## src/rtl/stack_cmd_sequencer_if.sv

```systemverilog
// Command, stack and result signals of the stack command sequencer.
// slave is the sequencer side; master is the command source plus the stack.
interface stack_cmd_sequencer_if #(
  parameter int DATA_WIDTH = 16
);
  logic                  in_valid;
  logic                  in_ready;
  logic [2:0]            in_opcode;
  logic [DATA_WIDTH-1:0] in_data;
  logic [2:0]            stk_opcode;
  logic [DATA_WIDTH-1:0] stk_data;
  logic [DATA_WIDTH-1:0] stk_result;
  logic                  stk_empty;
  logic                  stk_full;
  logic                  stk_overflow;
  logic                  res_valid;
  logic [DATA_WIDTH-1:0] res_data;
  logic                  res_ovf;
  logic                  busy;
  logic                  err;
  logic [1:0]            err_code;

  modport slave (
    input  in_valid, in_opcode, in_data,
    input  stk_result, stk_empty, stk_full,
    input  stk_overflow,
    output in_ready, stk_opcode, stk_data,
    output res_valid, res_data, res_ovf,
    output busy, err, err_code
  );

  modport master (
    output in_valid, in_opcode, in_data,
    output stk_result, stk_empty, stk_full,
    output stk_overflow,
    input  in_ready, stk_opcode, stk_data,
    input  res_valid, res_data, res_ovf,
    input  busy, err, err_code
  );
endinterface

```

## src/rtl/stack_cmd_sequencer.sv

```systemverilog
// Buffers stack commands in a FIFO, checks operand counts,
// issues them one at a time and returns ADD/MUL/POP results.
module stack_cmd_sequencer #(
  parameter int DATA_WIDTH  = 16,
  parameter int STACK_DEPTH = 16,
  parameter int FIFO_DEPTH  = 8
) (
  input logic clk,
  input logic rst,
  stack_cmd_sequencer_if.slave bus
);
  localparam int AW = $clog2(FIFO_DEPTH);
  localparam int OW = $clog2(STACK_DEPTH + 1);

  localparam logic [2:0] OP_NOP  = 3'b000;
  localparam logic [2:0] OP_ADD  = 3'b100;
  localparam logic [2:0] OP_MUL  = 3'b101;
  localparam logic [2:0] OP_PUSH = 3'b110;
  localparam logic [2:0] OP_POP  = 3'b111;

  typedef enum logic [1:0] {
    IDLE,
    ISSUE,
    WAIT,
    ERROR
  } state_t;

  state_t state;
  state_t state_nx;

  logic [2:0]            op_mem   [FIFO_DEPTH];
  logic [DATA_WIDTH-1:0] data_mem [FIFO_DEPTH];
  logic [AW:0]           wptr;
  logic [AW:0]           rptr;
  logic                  fifo_empty;
  logic                  fifo_full;
  logic                  push;
  logic                  pop;
  logic                  issue;
  logic                  fault;
  logic [1:0]            fault_code;
  logic [2:0]            head_op;
  logic [DATA_WIDTH-1:0] head_data;
  logic                  is_nop;
  logic                  is_push;
  logic                  is_pop;
  logic                  is_arith;
  logic                  push_ok;
  logic                  pop_ok;
  logic                  arith_ok;
  logic [OW-1:0]         occ;
  logic [2:0]            cur_op;
  logic [2:0]            stk_opcode;
  logic [DATA_WIDTH-1:0] stk_data;
  logic                  res_valid;
  logic [DATA_WIDTH-1:0] res_data;
  logic                  res_ovf;
  logic                  err;
  logic [1:0]            err_code;

  assign fifo_empty = (wptr == rptr);
  assign fifo_full  = (wptr[AW] != rptr[AW]) &&
                      (wptr[AW-1:0] == rptr[AW-1:0]);
  assign head_op    = op_mem[rptr[AW-1:0]];
  assign head_data  = data_mem[rptr[AW-1:0]];

  assign bus.in_ready = !fifo_full && (state != ERROR);
  assign push = bus.in_valid && bus.in_ready;

  assign is_nop   = (head_op == OP_NOP);
  assign is_push  = (head_op == OP_PUSH);
  assign is_pop   = (head_op == OP_POP);
  assign is_arith = (head_op == OP_ADD) ||
                    (head_op == OP_MUL);

  assign push_ok  = (occ < OW'(STACK_DEPTH)) &&
                    !bus.stk_full;
  assign pop_ok   = (occ != '0) && !bus.stk_empty;
  assign arith_ok = (occ >= OW'(2));

  always_ff @(posedge clk) begin
    if (rst) state <= IDLE;
    else     state <= state_nx;
  end

  always_comb begin
    state_nx   = state;
    pop        = 1'b0;
    issue      = 1'b0;
    fault      = 1'b0;
    fault_code = 2'b00;
    unique case (state)
      IDLE: begin
        if (!fifo_empty) begin
          unique case (1'b1)
            is_nop: pop = 1'b1;
            is_push: begin
              if (push_ok) begin
                pop   = 1'b1;
                issue = 1'b1;
              end else begin
                fault      = 1'b1;
                fault_code = 2'b01;
              end
            end
            is_pop: begin
              if (pop_ok) begin
                pop   = 1'b1;
                issue = 1'b1;
              end else begin
                fault      = 1'b1;
                fault_code = 2'b10;
              end
            end
            is_arith: begin
              if (arith_ok) begin
                pop   = 1'b1;
                issue = 1'b1;
              end else begin
                fault      = 1'b1;
                fault_code = 2'b10;
              end
            end
            default: begin
              fault      = 1'b1;
              fault_code = 2'b11;
            end
          endcase
          if (issue) state_nx = ISSUE;
          if (fault) state_nx = ERROR;
        end
      end
      ISSUE:
        state_nx = (cur_op == OP_PUSH) ? IDLE : WAIT;
      WAIT:    state_nx = IDLE;
      ERROR:   state_nx = ERROR;
      default: state_nx = IDLE;
    endcase
  end

  // Storage is not reset; clearing the pointers discards it.
  always_ff @(posedge clk) begin
    if (push) begin
      op_mem[wptr[AW-1:0]]   <= bus.in_opcode;
      data_mem[wptr[AW-1:0]] <= bus.in_data;
    end
  end

  always_ff @(posedge clk) begin
    if (rst) begin
      wptr       <= '0;
      rptr       <= '0;
      occ        <= '0;
      cur_op     <= OP_NOP;
      stk_opcode <= OP_NOP;
      stk_data   <= '0;
      res_valid  <= 1'b0;
      res_data   <= '0;
      res_ovf    <= 1'b0;
      err        <= 1'b0;
      err_code   <= 2'b00;
    end else begin
      stk_opcode <= OP_NOP;
      res_valid  <= 1'b0;
      if (push) wptr <= wptr + 1'b1;
      if (pop)  rptr <= rptr + 1'b1;
      if (issue) begin
        cur_op     <= head_op;
        stk_opcode <= head_op;
        stk_data   <= head_data;
      end
      if (state == ISSUE) begin
        if (cur_op == OP_PUSH) occ <= occ + 1'b1;
        else                   occ <= occ - 1'b1;
      end
      if (state == WAIT) begin
        res_valid <= 1'b1;
        res_data  <= bus.stk_result;
        res_ovf   <= (cur_op != OP_POP) &&
                     bus.stk_overflow;
      end
      if (fault) begin
        err      <= 1'b1;
        err_code <= fault_code;
      end
    end
  end

  assign bus.stk_opcode = stk_opcode;
  assign bus.stk_data   = stk_data;
  assign bus.res_valid  = res_valid;
  assign bus.res_data   = res_data;
  assign bus.res_ovf    = res_ovf;
  assign bus.err        = err;
  assign bus.err_code   = err_code;
  assign bus.busy       = !fifo_empty ||
                          (state != IDLE);
endmodule

```

## src/flat_wrapper.sv

```systemverilog
// flat-port wrapper written by rule: the top's interface ports become plain ports
module stack_cmd_sequencer_flat 
#(
  parameter int DATA_WIDTH  = 16,
  parameter int STACK_DEPTH = 16,
  parameter int FIFO_DEPTH  = 8
)
  (clk, rst, bus_in_valid, bus_in_opcode, bus_in_data, bus_stk_result, bus_stk_empty, bus_stk_full, bus_stk_overflow, bus_in_ready, bus_stk_opcode, bus_stk_data, bus_res_valid, bus_res_data, bus_res_ovf, bus_busy, bus_err, bus_err_code);
  stack_cmd_sequencer_if #(.DATA_WIDTH(DATA_WIDTH)) bus_i ();
  input logic clk;
  input logic rst;
  input wire logic [$bits(bus_i.in_valid)-1:0] bus_in_valid;
  input wire logic [$bits(bus_i.in_opcode)-1:0] bus_in_opcode;
  input wire logic [$bits(bus_i.in_data)-1:0] bus_in_data;
  input wire logic [$bits(bus_i.stk_result)-1:0] bus_stk_result;
  input wire logic [$bits(bus_i.stk_empty)-1:0] bus_stk_empty;
  input wire logic [$bits(bus_i.stk_full)-1:0] bus_stk_full;
  input wire logic [$bits(bus_i.stk_overflow)-1:0] bus_stk_overflow;
  output wire logic [$bits(bus_i.in_ready)-1:0] bus_in_ready;
  output wire logic [$bits(bus_i.stk_opcode)-1:0] bus_stk_opcode;
  output wire logic [$bits(bus_i.stk_data)-1:0] bus_stk_data;
  output wire logic [$bits(bus_i.res_valid)-1:0] bus_res_valid;
  output wire logic [$bits(bus_i.res_data)-1:0] bus_res_data;
  output wire logic [$bits(bus_i.res_ovf)-1:0] bus_res_ovf;
  output wire logic [$bits(bus_i.busy)-1:0] bus_busy;
  output wire logic [$bits(bus_i.err)-1:0] bus_err;
  output wire logic [$bits(bus_i.err_code)-1:0] bus_err_code;
  assign bus_i.in_valid = bus_in_valid;
  assign bus_i.in_opcode = bus_in_opcode;
  assign bus_i.in_data = bus_in_data;
  assign bus_i.stk_result = bus_stk_result;
  assign bus_i.stk_empty = bus_stk_empty;
  assign bus_i.stk_full = bus_stk_full;
  assign bus_i.stk_overflow = bus_stk_overflow;
  assign bus_in_ready = bus_i.in_ready;
  assign bus_stk_opcode = bus_i.stk_opcode;
  assign bus_stk_data = bus_i.stk_data;
  assign bus_res_valid = bus_i.res_valid;
  assign bus_res_data = bus_i.res_data;
  assign bus_res_ovf = bus_i.res_ovf;
  assign bus_busy = bus_i.busy;
  assign bus_err = bus_i.err;
  assign bus_err_code = bus_i.err_code;
  stack_cmd_sequencer #(.DATA_WIDTH(DATA_WIDTH), .STACK_DEPTH(STACK_DEPTH), .FIFO_DEPTH(FIFO_DEPTH)) u_core (.clk(clk), .rst(rst), .bus(bus_i));
endmodule
```

## config.mk

```make
export PLATFORM = sky130hd
export DESIGN_NAME = stack_cmd_sequencer_flat
export DESIGN_NICKNAME = d
export VERILOG_FILES = /design/src/rtl/stack_cmd_sequencer_if.sv /design/src/rtl/stack_cmd_sequencer.sv /design/src/flat_wrapper.sv
export SDC_FILE = /design/constraint.sdc
export NUM_CORES = 1
export LEC_CHECK = 0
export CORE_MARGIN = 3
export CORE_UTILIZATION = 61
export DETAILED_ROUTE_END_ITERATION = 8
export PLACE_DENSITY = 0.85
export SETUP_SLACK_MARGIN = 0.5
export SKIP_CTS_REPAIR_TIMING = 1
export SYNTH_ARGS = -nofsm -noshare
export SYNTH_HDL_FRONTEND = slang
export SYNTH_SLANG_ARGS = --single-unit
```

## constraint.sdc

```tcl
create_clock -name clk -period 9.2 [get_ports clk]
set_input_delay 2.3 -clock clk [delete_from_list [all_inputs] [get_ports clk]]
set_output_delay 2.3 -clock clk [all_outputs]
set_load 0.02 [all_outputs]
```

Yosys cells after proc, flatten, opt, wreduce, memory -nomap -nowiden
Memory sizes are Yosys's and may differ from the RTL's. A register that Yosys moved wholly into a read port is not among the register bits. Index checks and enable logic that the tools add are counted.

$add $sub $neg: 4. Magnitude comparators: 2. Eq/ne operators: 15. Muxes and demuxes: 36. Bitwise operators: 1. Reductions and logical operators: 18.

Operator list (number): $mux 1 (20); $mux 2 (8); $pmux 2 s4 (2); $eq 3x3->1 const B (5); $add 4x1->4 const B (2); $pmux 1 s4 (2); $logic_and 1x1->1 (6); $mux 3 (2); $add 5x1->5 const B (1); $ge 5x2->1 const B (1); $lt 5x5->1 const B (1); $mux 5 (1); $reduce_bool 5->1 (1); $sub 5x1->5 const B (1); $eq 2x2->1 const B (2); $eq 4x4->1 (1); $logic_not 1->1 (4); $ne 2x2->1 const B (2); $eq 3x3->1 (1); $logic_not 3->1 (1); $ne 3x1->1 const B (1); $ne 3x3->1 const B (1); $pmux 1 s3 (1); $eq 2x1->1 const B (1); other kinds (7) (8).

Flip-flop bits (word level): 42. Memory bits (writable): 152. Input bits: 41. Output and inout port bits: 42. Word-level logic and storage cells: 89. Memories: 2.

Memory list: u_core.data_mem (words 8, bits a word 16, rd ports 1, clocked after Yosys merged registers in 1, write ports 1, line stack_cmd_sequencer.sv:32) `logic [DATA_WIDTH-1:0] data_mem [FIFO_DEPTH];`; u_core.op_mem (words 8, bits a word 3, rd ports 1, clocked after Yosys merged registers in 1, write ports 1, line stack_cmd_sequencer.sv:31) `logic [2:0] op_mem [FIFO_DEPTH];`.

Logic depth before layout (Yosys ltp)
Depth after elaboration: 10. Mapped depth: 9. Mapped depth without buffers: 8.

Worst setup path after synthesis
No wires, ideal clock.

Path kind: input-to-reg. Start point: input bus_in_valid. End point: memory u_core.data_mem[0][0] (enable). Library setup time: 0.444 ns. Arrival: 4.274 ns. Data required time: 8.756 ns. Path slack: 4.483 ns. Stages: 2. Buffers on the path: 0. Path through: nand2_1 nor4_1.

Word-level cells in the longest chain between the ends: 3.

Ends and longest elaborated chain: start, declared (line flat_wrapper.sv:12) `input wire logic [$bits(bus_i.in_valid)-1:0] bus_in_valid;`; $logic_and 1x1->1 (line stack_cmd_sequencer.sv:68) `assign push = bus.in_valid && bus.in_ready;`; $mux 1 (line stack_cmd_sequencer.sv:143) `if (push) begin`; $mux 1 (not written as such) (line stack_cmd_sequencer.sv:145) `data_mem[wptr[AW-1:0]] <= bus.in_data;`; end, declared (line stack_cmd_sequencer.sv:32).

Every way passes these cells.

Worst setup path after layout
Start point: register u_core.wptr[0]. End point: output bus_in_ready.

Word-level cells in the longest chain between the ends: 4.

Ends and longest elaborated chain: start, declared (line stack_cmd_sequencer.sv:33) `logic [AW:0] wptr;`; start signal, assigned (line stack_cmd_sequencer.sv:165) `if (push) wptr <= wptr + 1'b1;`; $eq 3x3->1 (line stack_cmd_sequencer.sv:63) `(wptr[AW-1:0] == rptr[AW-1:0]);`; $logic_and 1x1->1 (line stack_cmd_sequencer.sv:62) `assign fifo_full = (wptr[AW] != rptr[AW]) &&`; $logic_not 1->1 (line stack_cmd_sequencer.sv:67) `assign bus.in_ready = !fifo_full && (state != ERROR);`; $logic_and 1x1->1 (line stack_cmd_sequencer.sv:67); end, declared (line flat_wrapper.sv:19) `output wire logic [$bits(bus_i.in_ready)-1:0] bus_in_ready;`.

Every way passes these cells.

==> flow_metrics.tcl <==
set metrics [dict create \
    outcome "completed" \
    numClockSinks 213 \
    drt-pass1-iter-count 5 \
    slew_headroom_pct 28.7 \
    crit_start "u_core.wptr[0]$_SDFFE_PP0P_" \
    grt_max_degree 62 \
    p_total_mw 2.69 \
    dieArea_mm2 0.0155 \
    h-tree-depth 1 \
    io_buffers 82 \
    yosysUniqueCellTypes 54 \
    hold_viol_final 0 \
    worstPathMaxFanout 8 \
    drive_gt1_share_pct 19.0 \
    endpoint_kind "output port" \
    antenna_cells 0 \
    synthArstFlopShare_pct 0 \
    synth_warnings 0 \
    rr_worst_depth 5 \
    first_iter_violations 468 \
    rsz0062_at_grt "no" \
    final_antenna_net_count 0 \
    hold_path_depth 2 \
    fin_ws_ns 4.69 \
    dpl_worst_slack_ns 4.54 \
    gp_congestion 0.757 \
    synth_cells 520 \
    synth.yosys.seq_area_share_pct 67.5 \
    max-vdd-ir-drop_mv 0.215 \
    drt-vias-per-instance 6.12 \
    cp_data_required_time_ns 6.90 \
    cts_root_buffer "clkbuf_16" \
    dp_hpwl_mm 9.84 \
    hold_ws_ns 0.475 \
    wl_per_cell_um 21.2 \
    maxCapViolCount 0 \
    syn_avg_cell_area_um2 16.5 \
    synth.net_count 572 \
    clock_path_buffers 3 \
    worst_pin_slew_ns 1.07 \
    setup_viol 0 \
    track_usage_pct 22.1 \
    ios 83 \
    report.final.slew_viol_count 0 \
    rrSetupSlack_ns 6.21 \
    power.density_mw_per_mm2 262 \
    coreArea_mm2 0.0135 \
    drc 0 \
    start_util_pct 63.5 \
    synth_area_mm2 0.00857 \
    cts_tree "done" \
    die_w_um 125 \
    die_h_um 125 \
    synth-main-ff-cell "edfxtp_1" \
    yosysTopAreaCellShare_pct 53.3 \
    fin_crit_ns 4.51 \
    fin_util_pct 75.9 \
    grt_pass1_wl_mm 27.0 \
    crit_arrival_ns 2.21 \
    critical_path_class "flop to output port" \
    antenna_found_initial 0 \
    insertion_delay_ns 0.50 \
    clk_pin_slew_ns 0.06 \
    min_from "u_core.bus.res_ovf$_SDFFE_PP0P_" \
    numCtsBuffers 22 \
    p_leak_nw 3.32 \
    min_period_over_period_pct 49.0 \
    fmaxAchievable_mhz 222 \
    final_nets 657 \
    synth-seq-cells 213 \
    yosys.area.top_type "edfxtp_1" \
    hp-class "flop to flop" \
    cp-start-kind "flop" \
    wl_mm 16.9 \
    fin_setup_tns_ns 0 \
    synthTopCellsByArea "edfxtp_1 53%, dfxtp_1 14%, mux4_2 9.5%, mux2i_1 4.7%, nor2_1 1.7%" \
    rows 42 \
    synth_edf_count 152 \
    overflow 0 \
    num_vias 4881 \
    area_growth_pct 19.5 \
    grt_pass1_vias 4961 \
    skew_ns 0.00950 \
]
## registers in the layout (all words and copies together) (netlist names), named ones only
name	flops
u_core.bus.stk_opcode	3
u_core.bus.err	1
u_core.bus.res_ovf	1
u_core.bus.err_code	2
u_core.rptr	4
u_core.bus.stk_data	16
u_core.occ	5
u_core.wptr	4
u_core.op_mem	24
u_core.cur_op	3
u_core.data_mem	128
u_core.bus.res_data	16
u_core.bus.res_valid	1
u_core.state	2
## metrics by stage
stage / cells / instance area, um2
after global placement: 757 / 9540
after floorplan: 520 / 8570
final: 797 / 10200
after CTS: 797 / 10200
after detailed placement: 757 / 9540
after global routing: 797 / 10200
## logic make-up after synthesis
logic type / after synthesis / synth area share [%]
compound gates: 76 / 7.08
mux: 85 / 15.5
fa+ha+maj: 11 / 1.69
buf+inv: 38 / 2.51
flops: 213 / 67.5
xor+xnor: 12 / 1.23
simple gates: 85 / 4.51
## routing by layer
| metal | share of wire, % | global-route usage (%) | wire length, um | up-vias |
|---|---|---|---|---|
| met5 | 0 | 0 | 0 | - |
| met4 | 2.7 | 7.87 | 449 | 0 |
| met3 | 5.9 | 3.95 | 1000 | 38 |
| met2 | 52 | 38.2 | 8740 | 197 |
| met1 | 40 | 28.3 | 6730 | 2448 |
| li1 | - | - | - | 2198 |
## worst max-delay path, cell delays in order, from the launching register on
cell	delay [ns]
dfxtp_1	0.52
xnor2_1	0.18
a41oi_1	0.34
clkdlybuf4s50_1	0.67
## Yosys cell counts, drive strengths merged (2+ instances only)
library cell / number
a211oi: 4
a21o: 2
a21oi: 29
a22o: 2
a22oi: 2
a311oi: 16
a32o: 2
a41oi: 2
and2: 2
buf: 19
clkbuf: 14
dfxtp: 61
edfxtp: 152
ha: 10
inv: 5
mux2: 7
mux2i: 42
mux4: 36
nand2: 15
nand2b: 3
nand3: 8
nor2: 38
nor2b: 6
nor3: 7
nor4: 2
o211ai: 3
o21ai: 6
xnor2: 9
xor2: 3
## path summary, 6_finish.rpt
kind                                                       endpoint
worst min register to register      u_core.bus.res_ovf$_SDFFE_PP0P_
worst min-delay path                u_core.bus.res_ovf$_SDFFE_PP0P_
worst max-delay path                                   bus_in_ready
worst max register to register  u_core.bus.stk_data[3]$_SDFFE_PP0P_
## where the power goes
part	total (mW)	switching, mW	internal (mW)
logic	0.670	0.372	0.298
registers	1.17	0.0588	1.11
clock network	0.846	0.347	0.499
total	2.69	0.778	1.91
## cells in the final DEF, fill, tap and decap left out, types with 5 or more instances in the layout
cell type	count
o21ai_0	5
xnor2_1	9
inv_1	5
edfxtp_1	152
dfxtp_1	60
mux2i_1	40
nand3_1	8
ha_1	10
nor2_1	37
buf_4	12
clkdlybuf4s50_1	81
nor2b_1	6
a21oi_1	17
clkbuf_16	23
a311oi_1	11
a21oi_2	12
a311oi_2	5
nand2_1	15
mux4_2	36
## cell type report
class                      instances  area, um2
clock inverter                    12       98.8
inverter                           5       18.8
timing repair buffer              94        906
tap                              176        220
multi-input combinational        269       2610
clock buffer                      28        609
sequential                       213       5790
fill                             733       3260
Note: power is estimated with default switching activity, not from simulation.
